--- config.mk ---
export PLATFORM = sky130hd
export DESIGN_NAME = muldiv_seq_flat
export DESIGN_NICKNAME = d
export VERILOG_FILES = /design/src/rtl/muldiv_seq_if.sv /design/src/rtl/muldiv_seq.sv /design/src/flat_wrapper.sv
export SDC_FILE = /design/constraint.sdc
export NUM_CORES = 1
export LEC_CHECK = 0
export ABC_CLOCK_PERIOD_IN_PS = 4700
export CAP_MARGIN = 10
export CELL_PAD_IN_SITES_DETAIL_PLACEMENT = 1
export CELL_PAD_IN_SITES_GLOBAL_PLACEMENT = 2
export CORE_MARGIN = 10
export CORE_UTILIZATION = 30
export CTS_CLUSTER_DIAMETER = 50
export CTS_CLUSTER_SIZE = 10
export DETAILED_ROUTE_END_ITERATION = 8
export GPL_TIMING_DRIVEN = 0
export HOLD_SLACK_MARGIN = 0.08
export PLACE_DENSITY = 0.7
export SLEW_MARGIN = 30
export SYNTH_ARGS = -nofsm -noshare
export SYNTH_HDL_FRONTEND = slang
export SYNTH_SLANG_ARGS = --single-unit
--- constraint.sdc ---
create_clock -name clk -period 4.7 [get_ports clk]
set_input_delay 0.705 -clock clk [delete_from_list [all_inputs] [get_ports clk]]
set_output_delay 0.705 -clock clk [all_outputs]
set_load 0.01 [all_outputs]
--- src/rtl/muldiv_seq_if.sv ---
// muldiv_seq_if: command, MTHI/MTLO and result bundle between the EXE stage
// and the iterative multiply/divide sequencer.
interface muldiv_seq_if #(
  parameter int unsigned WIDTH = 32
);
  logic             start;
  logic [1:0]       op;
  logic [WIDTH-1:0] Op1;
  logic [WIDTH-1:0] Op2;
  logic             flush;
  logic             wr_hi;
  logic             wr_lo;
  logic [WIDTH-1:0] wr_data;
  logic             busy;
  logic             done;
  logic             div_zero;
  logic [WIDTH-1:0] hi;
  logic [WIDTH-1:0] lo;

  modport master (
    output start, op, Op1, Op2, flush, wr_hi, wr_lo, wr_data,
    input  busy, done, div_zero, hi, lo
  );

  modport slave (
    input  start, op, Op1, Op2, flush, wr_hi, wr_lo, wr_data,
    output busy, done, div_zero, hi, lo
  );
endinterface

--- src/rtl/muldiv_seq.sv ---
// muldiv_seq: iterative MULT/MULTU/DIV/DIVU sequencer owning HI/LO.
// One bit per cycle: shift-add multiply on magnitudes, restoring divide with a
// 33-bit partial remainder, sign fix-up in FIX.
// Optional feature macro: MULDIV_EARLY_OUT_EN -- multiply leaves RUN once the
// remaining multiplier magnitude bits are all zero; FIX realigns the product.
module muldiv_seq #(
  parameter int unsigned WIDTH = 32
) (
  input  logic        clk,
  input  logic        rst,
  muldiv_seq_if.slave bus
);

  localparam int unsigned CW = 6;
  localparam int unsigned PW = 2 * WIDTH;
  localparam logic [CW-1:0] ITERS = CW'(WIDTH);

  localparam logic [1:0] IDLE = 2'd0;
  localparam logic [1:0] PREP = 2'd1;
  localparam logic [1:0] RUN  = 2'd2;
  localparam logic [1:0] FIX  = 2'd3;

  logic [1:0]       state;
  logic [1:0]       state_nxt;
  logic [1:0]       op_r;
  logic [WIDTH-1:0] a_r;
  logic [WIDTH-1:0] b_r;
  logic [WIDTH-1:0] mag_a;
  logic [WIDTH-1:0] mag_b;
  logic             neg_q;
  logic             neg_r;
  logic [PW-1:0]    prod;
  logic [WIDTH-1:0] rem;
  logic [WIDTH-1:0] quo;
  logic [CW-1:0]    cnt;

  logic             is_div;
  logic             is_sgn;
  logic             b_zero;
  logic [WIDTH-1:0] abs_a;
  logic [WIDTH-1:0] abs_b;
  logic [WIDTH:0]   add_sum;
  logic [WIDTH:0]   rem_sh;
  logic             rem_ge;
  logic [PW-1:0]    prod_al;
  logic [PW-1:0]    mul_res;
  logic [WIDTH-1:0] q_res;
  logic [WIDTH-1:0] r_res;

  // Operand classification and magnitudes of the latched operands
  assign is_div = op_r[1];
  assign is_sgn = ~op_r[0];
  assign b_zero = (b_r == '0);
  assign abs_a  = (is_sgn && a_r[WIDTH-1]) ? WIDTH'(-a_r) : a_r;
  assign abs_b  = (is_sgn && b_r[WIDTH-1]) ? WIDTH'(-b_r) : b_r;

  // One multiply step: add multiplicand into the upper half when the multiplier LSB is set
  assign add_sum = {1'b0, prod[PW-1:WIDTH]} + {1'b0, (mag_b[0] ? mag_a : {WIDTH{1'b0}})};

  // One restoring-divide step: shift in the next dividend bit and trial-subtract
  assign rem_sh = {rem, quo[WIDTH-1]};
  assign rem_ge = (rem_sh >= {1'b0, mag_b});

`ifdef MULDIV_EARLY_OUT_EN
  // An early exit leaves the partial product cnt positions too high
  assign prod_al = prod >> cnt;
`else
  assign prod_al = prod;
`endif

  // Sign correction applied when committing in FIX
  assign mul_res = neg_q ? PW'(-prod_al) : prod_al;
  assign q_res   = neg_q ? WIDTH'(-quo) : quo;
  assign r_res   = neg_r ? WIDTH'(-rem) : rem;

  // State register
  always_ff @(posedge clk) begin
    if (rst) state <= IDLE;
    else     state <= state_nxt;
  end

  // Next-state logic; flush overrides everything
  always_comb begin
    state_nxt = state;
    case (state)
      IDLE: if (bus.start) state_nxt = PREP;
      PREP: begin
        if (is_div && b_zero) state_nxt = FIX;
`ifdef MULDIV_EARLY_OUT_EN
        else if (!is_div && b_zero) state_nxt = FIX;
`endif
        else state_nxt = RUN;
      end
      RUN: begin
        if (cnt == CW'(1)) state_nxt = FIX;
`ifdef MULDIV_EARLY_OUT_EN
        else if (!is_div && (mag_b[WIDTH-1:1] == '0)) state_nxt = FIX;
`endif
      end
      FIX:     state_nxt = IDLE;
      default: state_nxt = IDLE;
    endcase
    if (bus.flush) state_nxt = IDLE;
  end

  // Datapath, HI/LO and registered status outputs
  always_ff @(posedge clk) begin
    if (rst) begin
      op_r         <= '0;
      a_r          <= '0;
      b_r          <= '0;
      mag_a        <= '0;
      mag_b        <= '0;
      neg_q        <= 1'b0;
      neg_r        <= 1'b0;
      prod         <= '0;
      rem          <= '0;
      quo          <= '0;
      cnt          <= '0;
      bus.busy     <= 1'b0;
      bus.done     <= 1'b0;
      bus.div_zero <= 1'b0;
      bus.hi       <= '0;
      bus.lo       <= '0;
    end else begin
      bus.busy     <= (state_nxt != IDLE);
      bus.done     <= 1'b0;
      bus.div_zero <= 1'b0;
      case (state)
        IDLE: begin
          if (bus.wr_hi) bus.hi <= bus.wr_data;
          if (bus.wr_lo) bus.lo <= bus.wr_data;
          if (bus.start) begin
            op_r <= bus.op;
            a_r  <= bus.Op1;
            b_r  <= bus.Op2;
          end
        end
        PREP: begin
          mag_a <= abs_a;
          mag_b <= abs_b;
          neg_q <= is_sgn & (a_r[WIDTH-1] ^ b_r[WIDTH-1]);
          neg_r <= is_sgn & a_r[WIDTH-1];
          prod  <= '0;
          rem   <= '0;
          quo   <= abs_a;
          cnt   <= ITERS;
        end
        RUN: begin
          cnt <= cnt - CW'(1);
          if (is_div) begin
            rem <= rem_ge ? WIDTH'(rem_sh - {1'b0, mag_b}) : rem_sh[WIDTH-1:0];
            quo <= {quo[WIDTH-2:0], rem_ge};
          end else begin
            prod  <= {add_sum, prod[WIDTH-1:1]};
            mag_b <= mag_b >> 1;
          end
        end
        FIX: begin
          if (!bus.flush) begin
            bus.done <= 1'b1;
            if (is_div && b_zero) begin
              bus.div_zero <= 1'b1;
              bus.lo       <= '1;
              bus.hi       <= a_r;
            end else if (is_div) begin
              bus.lo <= q_res;
              bus.hi <= r_res;
            end else begin
              bus.hi <= mul_res[PW-1:WIDTH];
              bus.lo <= mul_res[WIDTH-1:0];
            end
          end
        end
        default: ;
      endcase
    end
  end

endmodule

--- src/flat_wrapper.sv ---
// flat-port wrapper written by rule: the top's interface ports become plain ports
module muldiv_seq_flat 
#(
  parameter int unsigned WIDTH = 32
)
  (clk, rst, bus_start, bus_op, bus_Op1, bus_Op2, bus_flush, bus_wr_hi, bus_wr_lo, bus_wr_data, bus_busy, bus_done, bus_div_zero, bus_hi, bus_lo);
  muldiv_seq_if #(.WIDTH(WIDTH)) bus_i ();
  input  logic clk;
  input  logic rst;
  input wire logic [$bits(bus_i.start)-1:0] bus_start;
  input wire logic [$bits(bus_i.op)-1:0] bus_op;
  input wire logic [$bits(bus_i.Op1)-1:0] bus_Op1;
  input wire logic [$bits(bus_i.Op2)-1:0] bus_Op2;
  input wire logic [$bits(bus_i.flush)-1:0] bus_flush;
  input wire logic [$bits(bus_i.wr_hi)-1:0] bus_wr_hi;
  input wire logic [$bits(bus_i.wr_lo)-1:0] bus_wr_lo;
  input wire logic [$bits(bus_i.wr_data)-1:0] bus_wr_data;
  output wire logic [$bits(bus_i.busy)-1:0] bus_busy;
  output wire logic [$bits(bus_i.done)-1:0] bus_done;
  output wire logic [$bits(bus_i.div_zero)-1:0] bus_div_zero;
  output wire logic [$bits(bus_i.hi)-1:0] bus_hi;
  output wire logic [$bits(bus_i.lo)-1:0] bus_lo;
  assign bus_i.start = bus_start;
  assign bus_i.op = bus_op;
  assign bus_i.Op1 = bus_Op1;
  assign bus_i.Op2 = bus_Op2;
  assign bus_i.flush = bus_flush;
  assign bus_i.wr_hi = bus_wr_hi;
  assign bus_i.wr_lo = bus_wr_lo;
  assign bus_i.wr_data = bus_wr_data;
  assign bus_busy = bus_i.busy;
  assign bus_done = bus_i.done;
  assign bus_div_zero = bus_i.div_zero;
  assign bus_hi = bus_i.hi;
  assign bus_lo = bus_i.lo;
  muldiv_seq #(.WIDTH(WIDTH)) u_core (.clk(clk), .rst(rst), .bus(bus_i));
endmodule
==> impl_results.md <==
- Hold Crit Class: flop to flop
- Via count of the first global-routing pass: between 20,000 and 25,000
- Data arrival at the endpoint of the critical path: roughly 4700 ps
- Detailed-route via count: 22,565
- Cells after Synth: ~2,800
- Worst VDD drop: around 240 uV
- Kind of start point of the critical path: flop
- Compound-cell area share of the yosys netlist: 26.5%
- Multiplexer fraction of the synthesized cell area: 2.05%
- Number of violations reported at the end of detailed-routing iteration 0: between 1,500 and 2,000
- Share of final-layout standard cells stronger than drive strength 1: under 10%
- Global-route wire length before repair: approximately 160 mm
- Max Transition Viols Final: 0
- Die width: ~290 um
- Maximum root-to-sink buffer count: 3
- Number of library cell types mapped by synthesis: 80
- Net count of the mapped netlist: a little under 3,000
- FMAX: between 0.2 and 0.25 GHz
- Area growth from synthesis to layout: 23.5%
- Cell at the root of the clock tree: clkbuf_16
- Largest net degree at the start of global routing: 17
- Number of warnings printed during yosys synthesis: 0
- Area share of and/or/nand/nor cells after synthesis: between 20% and 30%
- Worst Clk Skew: between 30 and 40 ps
- Final hold violation count: 0
- Ratio of routed vias to standard cells: around 5.7
- DRC violations left: 0
- Die outline area: ~80,000 um2
- Utilization of the core after routing: between 30% and 40%
- Clock input transition at the sequential cells of the worst setup and hold paths: approximately 60 ps
- Clock insertion delay at the later pin of the skew report: 640 ps
- Final hold slack: about 450 ps
- Endpoint kind of the worst setup timing path: flop
- Share of the yosys chip area belonging to registers: roughly a third
- Number of synthesized register bits: roughly 340
- Total power of the final layout: approximately 9.5 mW
- Post-synth top cells: dfxtp_1 (335), nand2_1 (322), nor2_1 (318)
- Total global routing track utilization: between 20 and 30%
- CP peak stage delay: 530 ps
- Family with the most delay on the worst path: compound AO/OA/AOI/OAI gates
- TritonCTS buffer count: between 50 and 60
- Core outline area: 70,000 um2
- Primary FF master, synth: dfxtp_1
- Final clock period utilization by the worst path: 89.3%
- Post-route worst setup slack: roughly 500 ps
- Setup Buffers After CTS: 0
- Synth top area share: a little under a third
- Status: complete, no violations
- Worst setup slack after placement: -22.5 ps
- Worst slew margin relative to its limit: ~30%
- Initial Utilization: slightly above 30%
- Final Setup Violations: 0
- Top fanout value on the critical path: 10
- Wire length reported by the detailed router: around 110 mm
- Critical-path cell list: clkbuf_1 > and2_1 > ha_1 > clkbuf_1 > and4_1 > and3_1 > a221oi_1 > a21o_1 > o21ai_1 > a311oi_2 > o21ai_1 > a2111oi_0 > nor4_1
- Type of the setup path with the least slack: flop to flop
- Number of detailed-routing iterations run before antenna repair: 5
- Share of synthesized registers carrying an async set or reset: 0%
- Number of H-tree branching levels: 2
- Cell at the slowest stage of the critical path: dfxtp_2
- I/O pins: 171
- Post-synthesis share of cell area spent on full adders, half adders and majority gates: around 4.6%
- Initial antenna violation count: 3
- Worst Path Required: between 5000 and 6000 ps
- Combinational family with the most area after synthesis: compound AO/OA/AOI/OAI gates
- Static Leakage: about 10 nW
- Setup repair after global routing missed its margin: no
- Post-synth top area cell: dfxtp_1
- Count of input and output buffers: 170
- Post-synthesis average cell area: approximately 7.6 um2
- Synth Area in XOR/XNOR: between 8 and 9%
- Top area cells in the synthesized netlist: dfxtp_1 (32%), a21oi_1 (5.8%), nand2_1 (5.7%)
- Post-synthesis instance area: between 20,000 and 25,000 um2
- Number of routed nets with antenna violations: 0
- Actual slew at the worst max-slew pin: ~1100 ps
- Routed wirelength normalized by instance count: roughly 27 um
- Clock tree from TritonCTS: built
- Total non-filler cell area in the finished layout: ~26,000 um2
- Final Critical Period: 4200 ps
- Max-cap violation count: 0
- Number of sinks handled by clock tree synthesis: ~340
- Final HPWL DP: approximately 87 mm
- Routability cong.: slightly below 1
- Vertical extent of the die: approximately 290 um
- Count of flip-flops with a built-in enable after synthesis: 0
- Area of placed instances: ~24,000 um2
- Post-layout net count: 3,179
- Most instantiated library cell after synthesis: dfxtp_1
- Total power density per cell area: between 300 and 400 nW/um2
- Cell row count: 97
- Congestion Overflow GR: 0
- Critical path buffer and inverter count: 2
## layer usage
layer  routed length, um  up-vias  global-route usage (%)
li1                    -    10458                       -
met1               45400    11261                    31.4
met2               51600      646                    43.6
met3                5390      196                    3.52
met4                4990        4                    10.6
met5                  23        -                       0
## cell type report
type / instances / area (um2)
Fill cell: 8500 / 43900
Multi-Input combinational cell: 2161 / 13400
Sequential cell: 335 / 6710
Timing Repair Buffer: 170 / 1700
Clock buffer: 73 / 1630
Tap cell: 940 / 1180
Buffer: 194 / 751
Clock inverter: 32 / 444
Inverter: 78 / 293
Antenna cell: 1 / 2.50
## worst register-to-register path, cell delays in order, from the launching register on
cell and delay [ps]:
dfxtp_2 530, clkbuf_1 300, and2_1 180, ha_1 230, clkbuf_1 180, and4_1 220
and3_1 210, a221oi_1 450, a21o_1 240, o21ai_1 150, a311oi_2 530, o21ai_1 210
a2111oi_0 520, nor4_1 80
## cell usage in the layout, fill, tap and decap left out, drive strengths merged, types with 45 or more instances in the layout
| cell | n |
|---|---|
| clkdlybuf4s50 | 170 |
| o21ai | 181 |
| o31ai | 50 |
| nand2 | 322 |
| and2 | 46 |
| xnor2 | 110 |
| nor2 | 318 |
| ha | 75 |
| a2111oi | 45 |
| a21oi | 245 |
| xor2 | 103 |
| nor3 | 62 |
| a211oi | 58 |
| inv | 88 |
| clkbuf | 239 |
| dfxtp | 335 |
## path summary, 6_finish.rpt
check,slack [ps],cells after the start,endpoint,start
max,500,13,u_core.prod[63],u_core.mag_b[0]
min,450,2,u_core.bus.hi[11],u_core.bus.hi[11]
max reg2reg,500,13,u_core.prod[63],u_core.mag_b[0]
min reg2reg,450,2,u_core.bus.hi[11],u_core.bus.hi[11]
## flip-flops by register name (all words and copies together) (netlist names)
register             count
u_core.a_r              32
u_core.bus.busy          1
u_core.bus.done          1
u_core.rem              32
u_core.mag_b            32
u_core.neg_r             1
u_core.cnt               6
u_core.b_r              32
u_core.state             2
u_core.mag_a            32
u_core.bus.hi           32
u_core.prod             64
u_core.bus.div_zero      1
u_core.op_r              2
u_core.quo              32
u_core.bus.lo           32
u_core.neg_q             1
## kinds of logic after synthesis
logic type	after synthesis
buf+inv	272
mux	42
compound gates	855
flops	335
xor+xnor	213
simple gates	974
fa+ha+maj	77
## where the power goes
group	internal [mW]	total (mW)	leakage (nW)	switching (mW)
Combinational	0.637	1.72	6.15	1.08
Sequential	3.00	3.22	2.74	0.214
Clock	2.86	4.54	1.01	1.69
Total	6.50	9.48	9.89	2.98
## timing repair
item,in CTS,in global routing
pin swaps,0,0
endpoints found under the hold margin,0,0
gates cloned,0,0
resized for setup,1,2
hold buffers,0,0
endpoints found under the setup margin,1,4
## per-stage QoR
stage,TNS (ps),std cells
after floorplan,0,2768
after detailed placement,-22.5,3878
after global routing,0,3983
final,0,3984
after CTS,0,3983
after global placement,0,3878
Power figures use the tool's default switching activity.
